$ cat src/rtl/am_indx_engine.sv
// Index engine: computes |pp_t2b - pp_b2t| * SCALE / (pp_t2b + pp_b2t) with a
// bit-serial restoring divider advanced by the pls clock enable.
module am_indx_engine #(
    parameter int PW    = 12,
    parameter int QW    = 8,
    parameter int SCALE = 100,
    parameter int MODE  = 0
) (
    input  logic          clk,
    input  logic          rst,
    input  logic          pls,
    input  logic          start,
    input  logic          up_dni,
    input  logic [PW-1:0] pp_t2b,
    input  logic [PW-1:0] pp_b2t,
    output logic          busy,
    output logic          indx_dn,
    output logic [QW-1:0] indx_cal,
    output logic          indx_neg,
    output logic          div_err
);

    localparam int NW = PW + 8;
    localparam int RW = PW + 2;
    localparam int SW = $clog2(NW + 1);

    typedef enum logic [1:0] {IDLE, LOAD, DIV, DONE} state_t;

    state_t         state_reg, state_next;
    logic [SW-1:0]  step_reg;
    logic [PW:0]    den_reg;
    logic [RW-1:0]  rem_reg;
    logic [NW-1:0]  quo_reg;
    logic           neg_reg;
    logic [QW-1:0]  indx_cal_reg;
    logic           indx_neg_reg;
    logic           div_err_reg;

    // Operand preparation, sampled on the enabled edge that leaves LOAD
    logic [PW:0]    den_load;
    logic [PW:0]    diff;
    logic [PW:0]    mag;
    logic [PW:0]    mag_sel;
    logic [NW-1:0]  num_load;
    logic           neg_load;

    assign den_load = {1'b0, pp_t2b} + {1'b0, pp_b2t};
    assign diff     = up_dni ? ({1'b0, pp_t2b} - {1'b0, pp_b2t})
                             : ({1'b0, pp_b2t} - {1'b0, pp_t2b});
    assign mag      = diff[PW] ? -diff : diff;
    // Unsigned mode clamps a negative difference to a zero numerator
    assign mag_sel  = (MODE == 0 && diff[PW]) ? '0 : mag;
    assign neg_load = (MODE == 1) && diff[PW];
    assign num_load = NW'(mag_sel) * NW'(SCALE);

    // One restoring-division step: dividend bits shift out of quo_reg MSB-first
    // while quotient bits shift in at the LSB.
    logic [RW-1:0]  rem_shift;
    logic [RW-1:0]  den_ext;
    logic           quo_bit;
    logic [RW-1:0]  rem_next;
    logic [NW-1:0]  quo_next;
    logic [QW-1:0]  sat_q;
    logic           last_step;
    logic           den_zero;

    assign rem_shift = {rem_reg[RW-2:0], quo_reg[NW-1]};
    assign den_ext   = {1'b0, den_reg};
    assign quo_bit   = (rem_shift >= den_ext);
    assign rem_next  = quo_bit ? (rem_shift - den_ext) : rem_shift;
    assign quo_next  = {quo_reg[NW-2:0], quo_bit};
    assign last_step = (step_reg == SW'(NW - 1));
    assign den_zero  = (den_reg == '0);

    always_comb begin
        sat_q = quo_next[QW-1:0];
        if (|quo_next[NW-1:QW])
            sat_q = '1;
    end

    always_comb begin
        state_next = state_reg;
        case (state_reg)
            IDLE:    if (pls && start)     state_next = LOAD;
            LOAD:    if (pls)              state_next = DIV;
            DIV:     if (pls && last_step) state_next = DONE;
            DONE:                          state_next = IDLE;
            default:                       state_next = IDLE;
        endcase
    end

    always_ff @(posedge clk) begin
        if (rst)
            state_reg <= IDLE;
        else
            state_reg <= state_next;
    end

    always_ff @(posedge clk) begin
        if (rst) begin
            step_reg     <= '0;
            den_reg      <= '0;
            rem_reg      <= '0;
            quo_reg      <= '0;
            neg_reg      <= 1'b0;
            indx_cal_reg <= '0;
            indx_neg_reg <= 1'b0;
            div_err_reg  <= 1'b0;
        end else begin
            if (state_reg == LOAD && pls) begin
                den_reg  <= den_load;
                quo_reg  <= num_load;
                rem_reg  <= '0;
                step_reg <= '0;
                neg_reg  <= neg_load;
            end
            if (state_reg == DIV && pls) begin
                rem_reg  <= rem_next;
                quo_reg  <= quo_next;
                step_reg <= step_reg + SW'(1);
                if (last_step) begin
                    // A zero denominator yields all-ones quotient bits; report 0 instead
                    indx_cal_reg <= den_zero ? '0 : sat_q;
                    indx_neg_reg <= den_zero ? 1'b0 : neg_reg;
                    div_err_reg  <= den_zero;
                end
            end
        end
    end

    assign busy     = (state_reg != IDLE);
    assign indx_dn  = (state_reg == DONE);
    assign indx_cal = indx_cal_reg;
    assign indx_neg = indx_neg_reg;
    assign div_err  = div_err_reg;

endmodule

$ cat config.mk
export PLATFORM = sky130hd
export DESIGN_NAME = am_indx_engine
export DESIGN_NICKNAME = d
export VERILOG_FILES = /design/src/rtl/am_indx_engine.sv
export SDC_FILE = /design/constraint.sdc
export NUM_CORES = 1
export LEC_CHECK = 0
export CORE_AREA = 2 2 161 163
export CTS_BUF_LIST = sky130_fd_sc_hd__clkbuf_4 sky130_fd_sc_hd__clkbuf_8 sky130_fd_sc_hd__clkbuf_16
export DETAILED_ROUTE_END_ITERATION = 8
export DIE_AREA = 0 0 163 165
export PLACE_DENSITY_LB_ADDON = 0.25
export SLEW_MARGIN = 30
export SYNTH_ARGS = -nofsm -noshare
export SYNTH_HDL_FRONTEND = slang
export SYNTH_SLANG_ARGS = --single-unit
$ cat constraint.sdc
create_clock -name clk -period 6 [get_ports clk]
set_clock_uncertainty 0.1 [all_clocks]
set_input_delay 0.9 -clock clk [delete_from_list [all_inputs] [get_ports clk]]
set_output_delay 0.9 -clock clk [all_outputs]
set_load 0.01 [all_outputs]
; After elaboration in Yosys (flattened, before gate mapping)
; Index checks and enable logic that the tools add are counted.
[word_totals]
regBits = 62
in_bits = 29
output_inout_bits = 12
elab_cells = 47
[op_classes]
add_sub_neg = 5
n_eq_ne = 7
reduce_logical = 11
n_mux = 15
magnitude_cmp = 1
mul = 1
[ops]
columns = cell, count
row1 = 13-bit two-way mux, 4
row2 = 20-bit two-way mux, 2
row3 = 12-bit by 12-bit subtractor with 13-bit output, 2
row4 = 12-bit by 5-bit multiplier with 17-bit output (second input constant), 1
row5 = 8-bit two-way mux, 2
row6 = 14-bit by 13-bit >= comparator with 1-bit output, 1
row7 = 12-bit by 12-bit adder with 13-bit output, 1
row8 = 13-bit logical NOT, 1
row9 = 13-bit subtractor, 1
row10 = 12-bit two-way mux, 1
row11 = 12-bit OR reduction, 1
row12 = 5-bit two-way mux, 2
row13 = 2-bit one-hot mux with 4 select lines, 1
row14 = 2-bit two-way mux, 3
row15 = 2-bit inequality test (second input constant), 3
row16 = 5-bit by 1-bit adder with 5-bit output (second input constant), 1
row17 = 5-bit == test (second input constant), 1
row18 = 2-bit == test (second input constant), 2
row19 = 1-bit logical AND, 4
row20 = 2-bit nonzero test, 2
row21 = 3-bit AND reduction, 1
row22 = 2-bit by 1-bit == test with 1-bit output (second input constant), 1
row23 = 2-bit logical NOT, 1
row24 = 2-bit AND reduction, 1

; Longest topological paths before layout
; Gate-level depths: netlist (run 1).
[logic_depth]
ltp_word = 6
mapped_depth = 23

; Least setup slack after synthesis (run 1)
; OpenSTA, ideal clock, no wires.
[synth_timing]
path_type = in2reg
start = input pp_t2b[0]
end = register quo_reg[13]
setup_slack_ps = 688
cell_stages = 23
arrival_time_ps = 5085
n_path_buf = 1
setup_ps = 128
cell_sequence = inv_1 ha_1 inv_1 fa_1 nand3_1 a211oi_1 o31ai_1 nand4b_1 nand2_1 buf_2 nor2_1 ha_1 ha_1 inv_1 fa_1 inv_1 ha_1 a21o_1 a211oi_1 o21ai_0 xor2_1 a222oi_1 nor2_1
[synth_via]
elab_chain_cells = 6
[synth_lines]
columns = item, line_no
row1 = from (decl), 14  ; input logic [PW-1:0] pp_t2b,
row2 = 12-bit by 12-bit subtractor with 13-bit output (on tied branches), "49, 48"
row3 = 13-bit two-way mux *, 48  ; assign diff = up_dni ? ({1'b0, pp_t2b} - {1'b0, pp_b2t})
row4 = 12-bit two-way mux *, 52  ; assign mag_sel = (MODE == 0 && diff[PW]) ? '0 : mag;
row5 = 12-bit by 5-bit multiplier with 17-bit output *, 54  ; assign num_load = NW'(mag_sel) * NW'(SCALE);
row6 = 20-bit two-way mux *, 110  ; if (state_reg == LOAD && pls) begin
row7 = 20-bit two-way mux *, 117  ; if (state_reg == DIV && pls) begin
row8 = to (signal assigned), 112  ; quo_reg <= num_load;
row9 = to (signal assigned), 119  ; quo_reg <= quo_next;
row10 = to (decl), 33  ; logic [NW-1:0] quo_reg;
; Mark *: on every way between the ends. The rest lies on a longest branch, timed or not. The select of a mux whose other input is x is not followed.
; A chain may end at the register's enable or synchronous reset.

; Worst setup path in the final report (run 1)
[layout_timing]
start = input pp_t2b[3]
end = register quo_reg[14]
; Same word-level chain as after synthesis.

==> key figures, run 1 <==
Timing
  – Worst slew pin tran: roughly 0.97 ns
  – WHS: about 0.35 ns
  – Setup TNS: 0 ns
  – Fmax: 0.174 GHz
  – Headroom to the max-slew limit: 34.8%
  – Hold Fails Final Rpt: 0
  – Ratio of final minimum period to clock period: 95.7%
  – Setup ws final: 0.256 ns
  – Period minus WS final: roughly 5.7 ns
  – Setup violators final: 0
  – Pins over their slew limit: 0

Flow run
  – MaxCap Viol Count: 0

Global routing
  – Overflow left after global routing: 0
  – Met2 GRT Util: 20.8%
  – Total track usage: 12.8%
  – Number of global-route vias before repair: 5522
  – Grt met3 use: around 1.7%
  – First-pass GRT wire length: 28.0 mm
  – Initial antenna violation count: 0
  – Gr busiest metal: met2
  – Grt met1 use: 17.8%
  – Largest net degree at the start of global routing: 31

Clock network
  – Clock Tree Buf Depth: 2
  – CTS tree: yes
  – Hold Buf Count CTS: 0
  – Sink Count: 62
  – Worst skew pair latency: 0.33 ns
  – Total CTS buffers: 9
  – Clk root buf: clkbuf_16
  – H-tree depth: 3
  – CTS clk-pin slew, worst paths: 0.06 ns

Worst setup path
  – Crit path top cell by count: ha_1
  – CP bufs+invs: 6
  – Crit. End Element: flop
  – Reg2Reg Depth: 9
  – Setup Crit Path Kind: in -> reg
  – Largest stage delay on the critical path: approximately 0.50 ns
  – WP depth: 21
  – Crit path DAT: between 5 and 6 ns
  – Worst path slowest cell: fa_1
  – Required @ worst endpoint: 6.11 ns
  – Delay-heaviest family, CP: adder cells
  – CP startpoint kind: input pin
  – CP Cell Sequence: clkdlybuf4s50_1, inv_1, ha_1, clkinv_1, a2111oi_4, nor4_2, o21bai_1, xnor2_1, nor2b_1, ha_1, ha_1, inv_1, fa_1, inv_1, ha_1, buf_4, a21o_1, a221oi_4, xnor2_1, a222oi_1, nor2_1
  – Crit Path Max Fanout: 6

Route
  – Routed len/inst: 14.2 um
  – Vias after detailed routing: 5634
  – Via density: between 4 and 5
  – Antenna Violating Nets Remaining: 0
  – Routed wire length: 16.7 mm
  – DRC Markers: 0
  – 1st-iter DRT viols: 322
  – Drt first pass iters: 5

Synthesis
  – Gate Count Post-Synth: 769
  – Post-synthesis mux area share: roughly 2.4%
  – Post-synth EDFFs: 0
  – Yosys reg bits: 62
  – Largest family of logic cells by synthesized area: compound AO/OA/AOI/OAI gates
  – Synth top area share: 20.1%
  – Synth Warn #: 0
  – Post-synthesis cell type with the largest combined area: dfxtp_1
  – Synthesized area: a little over 6000 sq um
  – XOR/XNOR Fraction of Synth Area: 4.67%
  – Syn_nets: 901
  – Async SR Flop Fraction: 0%
  – Adder-Cell Fraction of Synth Area: between 20 and 25%
  – Sequential element share of the synthesized area: a little over 20%
  – Compound-gate portion of the synthesized area: 24.4%
  – Ys flop type: dfxtp_1
  – Avg Inst Size Synth: roughly 8.0 sq um
  – Fraction of the mapped netlist area in simple logic gates: 17.9%
  – Netlist cell types: 79
  – Largest cells by area after synthesis: dfxtp_1 20%, ha_1 19%, inv_1 4.9%

Final layout
  – Final Net Count: 972
  – Commonest non-fill, non-tap cell in the layout: ha_1
  – Layout cells sized above 1: 13.4%
  – Max FFs per register: 20
  – Final Non-Filler Cells: 1175
  – Diodes inserted: 0
  – Final instance area: around 7600 sq um
  – Area delta synth->final: 23.9%
  – Most frequent cells in the layout: 91 x ha_1, 81 x inv_1, 72 x nor2_1
  – Final core occ: 30.5%

Die
  – Die height: around 170 um
  – Row count: 58
  – Die area: about 27000 sq um
  – I/O Pins: 41
  – Core Region: 25000 sq um
  – Initial Util: 24.6%
  – Die span in x: 163 um

Place
  – Global placer's final weighted congestion: 0.794
  – Port Buffer Count: 39
  – Placed cell areas: 7200 sq um
  – Place WS: -0.193 ns
  – Placed wire-length estimate: 13.3 mm
  – Post-Place Cells: 1158

Power
  – LEAKAGE: 3.30 nW
  – Final Power: 2.84 mW
  – IR drop worst, VDD: 0.000155 V
  – Pwr dens: 372 nW/um^2

Run status
  – Status: finished, final reports clean

Hold path
  – Hold Crit Depth: 2
  – Hold/Removal Path Class: reg -> reg
## timing repair
| action | CTS | global route |
|---|---|---|
| resized for setup | 0 | 16 |
| setup endpoints to repair | 0 | 7 |
| setup buffers | 0 | 1 |
## synth_stat cells, drive strengths merged (4+ instances only)
cell and n:
nand2b 7, buf 21, a22oi 12, o21ai 31, o21bai 6, a31oi 5
nor4 7, fa 11, nand4 9, a21o 12, o221ai 4, nand3 15
nand2 54, and3 4, o41ai 5, a2111oi 6, a222oi 4, a21oi 55
inv 83, a221oi 7, xor2 9, or2 6, mux2 6, ha 92
clkbuf 16, nor3 15, a211oi 23, xnor2 23, nor2 72, dfxtp 62
o22ai 7, or3 9, or4 4, nor2b 5, o211ai 10, o31a 4
mux2i 8
## report_power, final
part	total (mW)	switching, mW	internal (mW)	leakage [nW]
sequential	0.527	0.0528	0.474	0.502
clock	0.619	0.208	0.411	0.171
combinational	1.70	0.993	0.705	2.63
total	2.84	1.25	1.59	3.30
## cell families after synthesis
group                      count (synthesis)
and+or+nand+nor                          221
AOI/OAI and AO/OA                        215
buffers and inverters                    121
adders and majority gates                103
DFF                                       62
xor gates and xnor gates                  32
muxes                                     14
other                                      1
## area by class of cell
cell class | instances | area [sq um]
Fill cell | 2703 | 17400
Multi-Input combinational cell | 586 | 4500
Sequential cell | 62 | 1240
Timing Repair Buffer | 97 | 821
Tap cell | 330 | 413
Inverter | 84 | 315
Clock buffer | 9 | 225
Clock inverter | 7 | 125
## worst reg2reg max path, cell delays in order, from the launching register on
cell,delay (ns)
dfxtp_1,0.36
inv_1,0.05
ha_1,0.20
fa_1,0.38
nand2b_1,0.20
a211oi_1,0.47
o21ai_1,0.21
a21oi_2,0.68
o21ai_0,0.39
o21ai_0,0.27
## worst paths after layout
kind | from | endpoint | slack, ns
max | pp_t2b[3] | quo_reg[14] | 0.26
min | indx_cal[7] | indx_cal[7] | 0.35
max reg2reg | quo_reg[19] | rem_reg[12] | 2.59
min reg2reg | indx_cal[7] | indx_cal[7] | 0.35
## per-layer routing
layer | wire [um] | vias to the layer above
li1 | - | 2909
met1 | 8550 | 2620
met2 | 7390 | 90
met3 | 513 | 15
met4 | 216 | 0
met5 | 0 | -
Power figures use the tool's default switching activity.
==> inputs of run 2 (changes only) <==
--- a/config.mk
+++ b/config.mk
@@ -10,6 +10,7 @@
 export DETAILED_ROUTE_END_ITERATION = 8
 export DIE_AREA = 0 0 163 165
 export PLACE_DENSITY_LB_ADDON = 0.25
+export SETUP_SLACK_MARGIN = 0.15
 export SLEW_MARGIN = 30
 export SYNTH_ARGS = -nofsm -noshare
 export SYNTH_HDL_FRONTEND = slang
==> constraint.sdc (replaced) <==
create_clock -name clk -period 6.8 [get_ports clk]
set_clock_uncertainty 0.1 [all_clocks]
set_input_delay 1.02 -clock clk [delete_from_list [all_inputs] [get_ports clk]]
set_output_delay 1.02 -clock clk [all_outputs]
set_load 0.01 [all_outputs]
==> key figures, run 2 (same netlist as run 1, synthesis figures left out) <==
Timing
  – Worst slew pin tran: 0.973 ns (-0.00152 ns)
  – Pins over their slew limit: 0 (unchanged)
  – RSZ-0062 raised after global routing: no
  – WHS: 0.350 ns (+0.000818 ns)
  – Ratio of final minimum period to clock period: between 90 and 100%
  – Headroom to the max-slew limit: 34.9% (+0.10 points)
  – Setup TNS: 0 ns (unchanged)
  – Hold Fails Final Rpt: 0 (unchanged)
  – Period minus WS final: between 6 and 7 ns
  – Setup violators final: 0 (unchanged)
  – Fmax: 0.161 GHz

Global routing
  – Number of global-route vias before repair: 5266 (-4.6%)
  – Grt met3 use: 1.43% (-0.25 points)
  – Gr busiest metal: met2
  – Grt met1 use: 17.2% (-0.64 points)
  – Met2 GRT Util: 20.0% (-0.85 points)
  – First-pass GRT wire length: 26.9 mm (-4.0%)
  – Initial antenna violation count: 0 (unchanged)
  – Overflow left after global routing: 0 (unchanged)
  – Largest net degree at the start of global routing: 58 (+87%)
  – Total track usage: 12.3% (-0.54 points)

Die
  – I/O Pins: 41 (unchanged)
  – Die area: 26900 sq um (unchanged)
  – Row count: 58 (unchanged)
  – Die span in x: 163 um (unchanged)
  – Die height: 165 um (unchanged)
  – Initial Util: 24.6% (unchanged)
  – Core Region: 25000 sq um (unchanged)

Worst setup path
  – Required @ worst endpoint: 6.90 ns (+0.79 ns)
  – Crit path DAT: 6.30 ns (+0.45 ns)
  – CP startpoint kind: input pin
  – Crit. End Element: flop
  – Crit path top cell by count: ha_1
  – Crit Path Max Fanout: 16 (+10)
  – Worst path slowest cell: clkdlybuf4s50_1
  – Setup Crit Path Kind: in -> reg
  – Largest stage delay on the critical path: 0.50 ns (about the same)
  – Delay-heaviest family, CP: adder cells
  – CP Cell Sequence: clkdlybuf4s50_1, inv_1, ha_1, nand3_1, a211oi_1, o31ai_1, nand4b_1, nand2_4, nor2_1, ha_1, ha_1, fa_1, ha_1, a211oi_1, o21bai_1, a221oi_2, xnor2_1, a222oi_1, nor2_1
  – CP bufs+invs: 2 (-4)
  – Setup slack, reg-to-reg: 3.41 ns (+0.82 ns)

Route
  – Via density: 4.88 (+1.8%)
  – Drt first pass iters: 5 (unchanged)
  – DRC Markers: 0 (unchanged)
  – Antenna Violating Nets Remaining: 0 (unchanged)
  – Routed wire length: 16.1 mm (-3.2%)
  – Vias after detailed routing: 5502 (-2.3%)
  – 1st-iter DRT viols: 330 (+2.5%)
  – Routed len/inst: 14.3 um (+0.89%)

Clock network
  – CTS clk-pin slew, worst paths: 0.06 ns (about the same)
  – Sink Count: 62 (unchanged)
  – H-tree depth: 3 (unchanged)
  – Clock Tree Buf Depth: 2 (unchanged)
  – CTS tree: yes
  – Worst skew pair latency: 0.33 ns (about the same)
  – Setup Buffers After CTS: 0 (unchanged)
  – Total CTS buffers: 9 (unchanged)
  – Clk root buf: clkbuf_16

Power
  – Psw: 1.06 mW (-16%)
  – Internal power: 1.20 mW (-25%)
  – LEAKAGE: 3.01 nW (-8.6%)
  – Power share of the combinational group: 61.0% (+1.3 points)
  – IR drop worst, VDD: 0.000138 V (-11%)
  – Switching share of power: 46.8% (+2.7 points)
  – Pwr dens: 316 nW/um^2 (-15%)
  – Sequential share of power: 20.5% (+2.0 points)
  – Part of the power in the clock network: 18.5% (-3.3 points)

Hold path
  – Hold/Removal Path Class: reg -> reg

Flow run
  – MaxCap Viol Count: 0 (unchanged)

Place
  – Placed wire-length estimate: 12.8 mm (-4.2%)
  – Global placer's final weighted congestion: 0.823 (+3.7%)
  – Post-Place Cells: 1112 (-4.0%)
  – Port Buffer Count: 39 (unchanged)

Final layout
  – Max FFs per register: 20 (unchanged)
  – Final Net Count: 925 (-4.8%)
  – Commonest non-fill, non-tap cell in the layout: ha_1
  – Diodes inserted: 0 (unchanged)
  – Most frequent cells in the layout: 92 x ha_1, 81 x inv_1, 72 x nor2_1
  – Final Non-Filler Cells: 1127 (-4.1%)
  – Area delta synth->final: 15.8%
  – Layout cells sized above 1: 7.15% (-6.2 points)

Run status
  – Status: finished, final reports clean
## run 2: metal layers
layer,part of all wire (%),vias to the layer above
li1,-,2819
met1,51,2555
met2,44,113
met3,3.1,15
met4,1.3,0
met5,0,-
## run 2: worst paths after layout
| path | from | end | cells after the start |
|---|---|---|---|
| max | pp_t2b[2] | quo_reg[14] | 19 |
| min | indx_cal[2] | indx_cal[2] | 2 |
| max reg2reg | quo_reg[19] | rem_reg[9] | 9 |
| min reg2reg | indx_cal[2] | indx_cal[2] | 2 |
## run 2: worst min-delay path, stage by stage, from the launching register on
cell and delay [ns]:
dfxtp_1 0.31, nand2_1 0.05, a21oi_1 0.05
## run 2: power by group through the flow
stage,Clock [mW],Sequential (mW),Combinational [mW]
floorplan,0,0.455,1.07
global placement,0,0.472,1.38
detailed placement,0,0.471,1.38
CTS,0.426,0.464,1.39
global route,0.441,0.473,1.55
finish,0.417,0.464,1.38
## run 2: what timing repair did
item                                    in CTS  in global routing
endpoints found under the setup margin       0                  5
hold buffers                                 0                  0
resized for setup                            0                  3
## run 2: metrics by stage
| step | util (%) | power, mW | instance area [sq um] | setup slack (ns) |
|---|---|---|---|---|
| CTS | 28.5 | 2.28 | 7130 | 0.397 |
| global placement | 27.4 | 1.85 | 6860 | 0.201 |
| detailed placement | 27.4 | 1.85 | 6860 | 0.0893 |
| floorplan | - | 1.52 | 6160 | 1.37 |
| finish | 28.5 | 2.26 | 7140 | 0.598 |
| global route | 28.5 | 2.46 | 7140 | 0.176 |
## run 2: layout make-up
cell class                 instances  area [sq um]
fill                            2709         17900
multi-input combinational        586          4430
sequential                        62          1240
timing repair buffer              50           468
tap                              330           413
inverter                          84           315
clock buffer                      10           233
clock inverter                     5          36.3
